==> config.mk <==
export PLATFORM = sky130hd
export DESIGN_NAME = conv_stream_feeder
export DESIGN_NICKNAME = d
export VERILOG_FILES = /design/src/rtl/conv_stream_feeder.sv
export SDC_FILE = /design/constraint.sdc
export NUM_CORES = 1
export LEC_CHECK = 0
export BUFFER_PORTS_ARGS = -buffer_cell sky130_fd_sc_hd__buf_2
export CORE_MARGIN = 4
export CORE_UTILIZATION = 45
export DETAILED_ROUTE_END_ITERATION = 16
export GPL_TIMING_DRIVEN = 0
export HOLD_SLACK_MARGIN = 0.02
export PLACE_DENSITY = 0.7
export SLEW_MARGIN = 20
export SYNTH_ARGS = -nofsm -noshare
export SYNTH_HDL_FRONTEND = slang
export SYNTH_SLANG_ARGS = --single-unit
==> constraint.sdc <==
create_clock -name clk -period 9.15 [get_ports clk]
set_input_delay 2.745 -clock clk [delete_from_list [all_inputs] [get_ports clk]]
set_output_delay 2.745 -clock clk [all_outputs]
set_load 0.01 [all_outputs]
==> src/rtl/conv_stream_feeder.sv <==
// ---------------------------------------------------------------------------
// conv_stream_feeder
//
// Transmit side of the a/b operand stream. On an accepted start it reads
// LENGTH consecutive words from an external synchronous-read memory, starting
// at BASE_ADDR. It presents them on a valid/ready stream, each word with a
// zero flag. A small output FIFO absorbs the one-cycle memory latency, so the
// stream runs at one word per cycle while the consumer keeps ready high.
//
// Ports
//   clk            rising-edge clock for all logic
//   srst_in        synchronous reset, active high
//   start          one-cycle pulse that begins a transfer; ignored while busy
//   base_addr      first read address, sampled on an accepted start
//   length         number of words to send, sampled on an accepted start
//   busy           a transfer is in progress
//   done           one-cycle pulse after the final word handshakes
//   mem_re         memory read enable
//   mem_addr       memory read address (wraps modulo the address space)
//   mem_rdata      memory read data, valid one cycle after mem_re
//   out_data       stream data (FIFO head)
//   out_zero_flag  set when out_data is all zeros
//   out_valid      stream valid (FIFO not empty)
//   out_ready      stream ready from the consumer
// ---------------------------------------------------------------------------
module conv_stream_feeder #(
    parameter int DATA_WIDTH     = 16,
    parameter int MEM_ADDR_WIDTH = 8,
    parameter int LEN_WIDTH      = 16,
    parameter int FIFO_DEPTH     = 2
) (
    input  logic                      clk,
    input  logic                      srst_in,
    input  logic                      start,
    input  logic [MEM_ADDR_WIDTH-1:0] base_addr,
    input  logic [LEN_WIDTH-1:0]      length,
    output logic                      busy,
    output logic                      done,
    output logic                      mem_re,
    output logic [MEM_ADDR_WIDTH-1:0] mem_addr,
    input  logic [DATA_WIDTH-1:0]     mem_rdata,
    output logic [DATA_WIDTH-1:0]     out_data,
    output logic                      out_zero_flag,
    output logic                      out_valid,
    input  logic                      out_ready
);

    localparam int PTR_W = (FIFO_DEPTH > 1) ? $clog2(FIFO_DEPTH) : 1;
    localparam int CNT_W = PTR_W + 1;
    localparam logic [CNT_W:0] DEPTH_C = FIFO_DEPTH[CNT_W:0];

    typedef enum logic [1:0] {
        ST_IDLE,
        ST_STREAM,
        ST_DRAIN
    } state_e;

    state_e                    state_q;
    logic [MEM_ADDR_WIDTH-1:0] base_q;
    logic [LEN_WIDTH-1:0]      len_q;
    logic [LEN_WIDTH-1:0]      issued_q;
    logic [LEN_WIDTH-1:0]      sent_q;
    logic                      done_q;
    logic                      rd_pending_q;

    logic [DATA_WIDTH-1:0]     fifo_data_q [FIFO_DEPTH];
    logic                      fifo_zero_q [FIFO_DEPTH];
    logic [PTR_W-1:0]          wr_ptr_q;
    logic [PTR_W-1:0]          rd_ptr_q;
    logic [CNT_W-1:0]          count_q;
    logic [CNT_W-1:0]          count_d;

    logic                      handshake;
    logic                      push;
    logic                      issue;
    logic                      last_issue;
    logic                      last_send;
    logic [LEN_WIDTH-1:0]      len_m1;
    logic [CNT_W:0]            committed;

    assign out_valid     = (count_q != '0);
    assign out_data      = fifo_data_q[rd_ptr_q];
    assign out_zero_flag = fifo_zero_q[rd_ptr_q];
    assign handshake     = out_valid & out_ready;

    // A read issued last cycle always returns now, so it always lands in the FIFO.
    assign push = rd_pending_q;

    // Slots already spoken for once this cycle completes. These are the words
    // held now plus the word arriving now, minus the word leaving now.
    // Counting the pop keeps a depth-2 FIFO streaming at one word per cycle.
    // A read is issued only while a slot is still free, so the FIFO cannot
    // overflow.
    assign committed = {1'b0, count_q}
                     + {{CNT_W{1'b0}}, rd_pending_q}
                     - {{CNT_W{1'b0}}, handshake};

    assign issue      = (state_q == ST_STREAM) && (committed < DEPTH_C);
    assign len_m1     = len_q - 1'b1;
    assign last_issue = issue && (issued_q == len_m1);
    assign last_send  = handshake && (sent_q == len_m1);

    assign mem_re   = issue;
    assign mem_addr = base_q + MEM_ADDR_WIDTH'(issued_q);
    assign busy     = (state_q != ST_IDLE);
    assign done     = done_q;

    assign count_d = count_q + CNT_W'(push) - CNT_W'(handshake);

    // Transfer control. A zero-length transfer goes straight to DRAIN.
    // It then stays busy for a single cycle before done pulses.
    always_ff @(posedge clk) begin
        if (srst_in) begin
            state_q      <= ST_IDLE;
            base_q       <= '0;
            len_q        <= '0;
            issued_q     <= '0;
            sent_q       <= '0;
            done_q       <= 1'b0;
            rd_pending_q <= 1'b0;
        end else begin
            done_q       <= 1'b0;
            rd_pending_q <= issue;
            if (handshake) begin
                sent_q <= sent_q + 1'b1;
            end
            case (state_q)
                ST_IDLE: begin
                    if (start) begin
                        base_q   <= base_addr;
                        len_q    <= length;
                        issued_q <= '0;
                        sent_q   <= '0;
                        state_q  <= (length == '0) ? ST_DRAIN : ST_STREAM;
                    end
                end
                ST_STREAM: begin
                    if (issue) begin
                        issued_q <= issued_q + 1'b1;
                    end
                    if (last_issue) begin
                        state_q <= ST_DRAIN;
                    end
                end
                ST_DRAIN: begin
                    if ((len_q == '0) || last_send) begin
                        state_q <= ST_IDLE;
                        done_q  <= 1'b1;
                    end
                end
                default: state_q <= ST_IDLE;
            endcase
        end
    end

    // Output FIFO: the zero flag is computed on entry so it travels with its word.
    always_ff @(posedge clk) begin
        if (srst_in) begin
            for (int i = 0; i < FIFO_DEPTH; i++) begin
                fifo_data_q[i] <= '0;
                fifo_zero_q[i] <= 1'b0;
            end
            wr_ptr_q <= '0;
            rd_ptr_q <= '0;
            count_q  <= '0;
        end else begin
            if (push) begin
                fifo_data_q[wr_ptr_q] <= mem_rdata;
                fifo_zero_q[wr_ptr_q] <= (mem_rdata == '0);
                wr_ptr_q              <= wr_ptr_q + 1'b1;
            end
            if (handshake) begin
                rd_ptr_q <= rd_ptr_q + 1'b1;
            end
            count_q <= count_d;
        end
    end

endmodule

==> reports/results.txt <==
Antenna Cells -> 0
Crit path launch -> out_ready
Worst slew pin tran -> 0.867 ns
I/O Buffers -> 72
GP Congestion -> 0.888
Synthesized flop and latch total -> 99
TritonRoute pass-1 iters -> 4
Fill cells -> 1,038
Io pins -> 73
Cts bufs inserted -> 9
DIE WIDTH -> 118 um
Netlist cell types -> 58
P_leak -> 2.51 nW
Remaining DRCs -> 0
Clock share of power -> 29.0%
Worst R2R Setup Slack -> 5.00 ns
Ys Warns -> 0
Sw frac -> 32.9%
CP top delay family -> simple AND/OR/NAND/NOR gates
Setup Fix Bufs, Post-CTS -> 0
Initial Util -> 46.7%
Crit path time final -> 8.00 ns
Slew Limit Headroom -> 41.7%
Sequential share of power -> 41.0%
Root Buffer -> clkbuf_16
End of the worst hold path -> base_q[3]$_SDFFE_PP0P_
FF-to-FF End -> state_q[0]$_SDFFE_PP0P_
Routed wire per std cell -> 15.1 um
Mapped cell area -> 5400 um^2
HP Start -> base_q[3]$_SDFFE_PP0P_
CTS tree -> done
CP endpoint kind -> primary output
Worst setup SP type -> input pin
Post-CTS sizing -> 0
Hold WC Path Type -> reg2reg
Critical Path AT -> 5.26 ns
Worst-path fanout max -> 9
Overall Global Routing Usage -> 18.1%
Net Switching -> 0.417 mW
Period utilisation layout -> 87.5%
Total Power -> 1.27 mW
Core area -> 11,600 um^2
Final Max Slew Viols -> 0
Die ar. -> 13,800 um^2
Hold Path Stages -> 2
Clock transition at the registers of the reported paths -> 0.07 ns
Vias per cell -> 5.26
Seq/Total Area, Yosys -> 43.0%
Synth area leaders -> dfxtp_1 24%, edfxtp_1 19%, xor2_1 6.2%
Share of post-route cells with drive strength above 1 -> 19.7%
Global route overflow -> 0
Reg2reg path depth -> 15
Setup TNS -> 0 ns
Via count -> 4,198
Largest stage delay, worst path -> 0.72 ns
Most frequent CP cell -> buf_2
Routed wire length -> 12,100 um
# hold bufs at CTS -> 0
Post-DP HPWL -> 9080 um
Worst Path Buf+Inv -> 5
Number of global-route vias before repair -> 4,225
Int Pwr -> 0.851 mW
Area grow syn2layout -> 15.3%
Hold Violations, Final -> 0
Crit-path cells -> buf_2, and2_1, buf_2, ha_1, inv_1, ha_1, inv_1, fa_1, nand2_1, nor3_1, buf_2
Commonest cells in the netlist -> 65 x dfxtp_1, 64 x nand2_1, 45 x nor2_1
First-pass GRT wire length -> 20,300 um
Post-synth top area cell -> dfxtp_1
Die Ht -> 118 um
Clk_lat worst skew -> 0.36 ns
Post-synth EDFFs -> 34
Max-Cap Viols -> 0
Final number of setup-violating endpoints -> 0
Worst vdd ir -> 0.000131 V
Top-count cell post-synth -> dfxtp_1
Crit path kind -> in2out
Maximum clock rate -> 125 MHz
Post-DRT Antenna Nets -> 0
Power Dens Cells -> 204 nW/um^2
Ys async rst share -> 0%
Nets -> 709
Antenna violations before repair -> 0
Clock skew -> 0.0104 ns
Req. time, crit path -> 6.41 ns
Initial drt markers -> 223
Syn Nets -> 626
Rows -> 39
Clock Path Buffers -> 2
Reg-to-Reg Start -> count_q[1]$_SDFF_PP0_
H-tree lvl count -> 3
Outcome -> completed
RSZ-0062 raised after global routing -> no
Gate power share -> 30.0%
Syn Area/Cell -> 9.52 um^2
Cells after Synth -> 567
Pin count of the biggest net entering global routing -> 20
Slowest CP cell -> nor3_1
Share of the synthesized area in the top cell type -> 24.1%
Clock sinks -> 99
Top FF cell, synth -> dfxtp_1
sequential cells by signal, indices dropped and copies added, names as in the netlist, named ones only:
signal       flops
sent_q          16
done             1
fifo_data_q     32
count_q          2
rd_ptr_q         1
issued_q        16
base_q           8
len_q           16
state_q          2
push             1
fifo_zero_q      2
wr_ptr_q         1
power groups by stage:
stage | logic [mW] | registers [mW] | clock network, mW
4_1_cts | 0.383 | 0.519 | 0.376
2_1_floorplan | 0.277 | 0.522 | 0
6_report | 0.381 | 0.519 | 0.368
3_5_place_dp | 0.381 | 0.529 | 0
3_3_place_gp | 0.371 | 0.527 | 0
5_1_grt | 0.423 | 0.524 | 0.397
routing by layer:
| layer | routed length, um | global-route usage (%) | vias to the layer above |
|---|---|---|---|
| met1 | 5390 | 22.1 | 1941 |
| li1 | - | - | 2120 |
| met2 | 5760 | 31.5 | 122 |
| met3 | 691 | 3.94 | 15 |
| met4 | 208 | 6.30 | 0 |
| met5 | 0 | 0 | - |
area by class of cell:
type | count | area [um^2] | share of cell area [%]
Clock inverter | 6 | 56.3 | 0.905
Buffer | 34 | 149 | 2.39
Inverter | 18 | 67.6 | 1.09
Clock buffer | 10 | 229 | 3.68
Multi-Input combinational cell | 416 | 2860 | 45.9
Timing Repair Buffer | 72 | 360 | 5.79
Sequential cell | 99 | 2320 | 37.3
Tap cell | 143 | 179 | 2.88
worst register-to-register path: stages, from the launching register on:
cell	delay [ns]
dfxtp_1	0.34
or2_2	0.31
and2_1	0.15
buf_2	0.18
ha_1	0.30
inv_1	0.06
ha_1	0.13
inv_1	0.04
fa_1	0.51
nand2_1	0.10
nor3_1	0.72
nor4b_2	0.35
o2111ai_1	0.17
nor4_2	0.31
a311oi_2	0.19
mux2i_1	0.15
placed cells by master, fill, tap and decap left out, types with 3 or more instances in the layout:
cell type and instances:
dfxtp_1 65, nor3b_1 4, xor2_1 38, nor3_2 3
clkbuf_1 24, a21o_1 3, nor2b_1 5, mux2_2 17
and4_1 3, nor4_1 13, edfxtp_1 34, clkbuf_16 9
nand3_1 16, mux2i_1 3, o21bai_1 3, xnor2_1 35
xnor3_1 4, a21oi_1 36, and3_1 8, inv_1 18
and2_1 38, or2_2 5, nor2_1 45, buf_2 79
ha_1 13, a31oi_1 3, nor4b_1 3, nor3_1 9
nand4_1 9, nand2_1 64, nand2b_1 3, o21ai_0 4
worst max path at each step:
stage,endpoint,slack (ns),cells past startpoint
detailed placement,mem_re,1.16,11
global placement,mem_re,1.22,11
CTS,mem_re,1.14,11
global route,mem_re,0.98,11
finish,mem_re,1.15,11
floorplan,mem_re,1.79,9
metrics by stage:
stage | cells | util (%) | instance area [um^2] | setup slack [ns] | hold WS (ns)
detailed placement | 782 | 51.3 | 5940 | 1.16 | 0.457
CTS | 798 | 53.8 | 6220 | 1.14 | 0.466
global route | 798 | 53.8 | 6220 | 0.976 | 0.492
finish | 798 | 53.8 | 6220 | 1.15 | 0.467
global placement | 782 | 51.3 | 5940 | 1.22 | 0.452
floorplan | 567 | - | 5400 | 1.79 | 0.441
cells by family (layout without fill, tap and decap cells):
group / Yosys count / in the layout / share of synthesized area (%)
simple gates: 239 / 239 / 23.8
flops: 99 / 99 / 43.0
xor+xnor: 78 / 78 / 14.0
compound gates: 64 / 64 / 7.39
buf+inv: 52 / 140 / 4.01
mux: 20 / 20 / 4.10
fa+ha+maj: 15 / 15 / 3.76
Power figures use the tool's default switching activity.
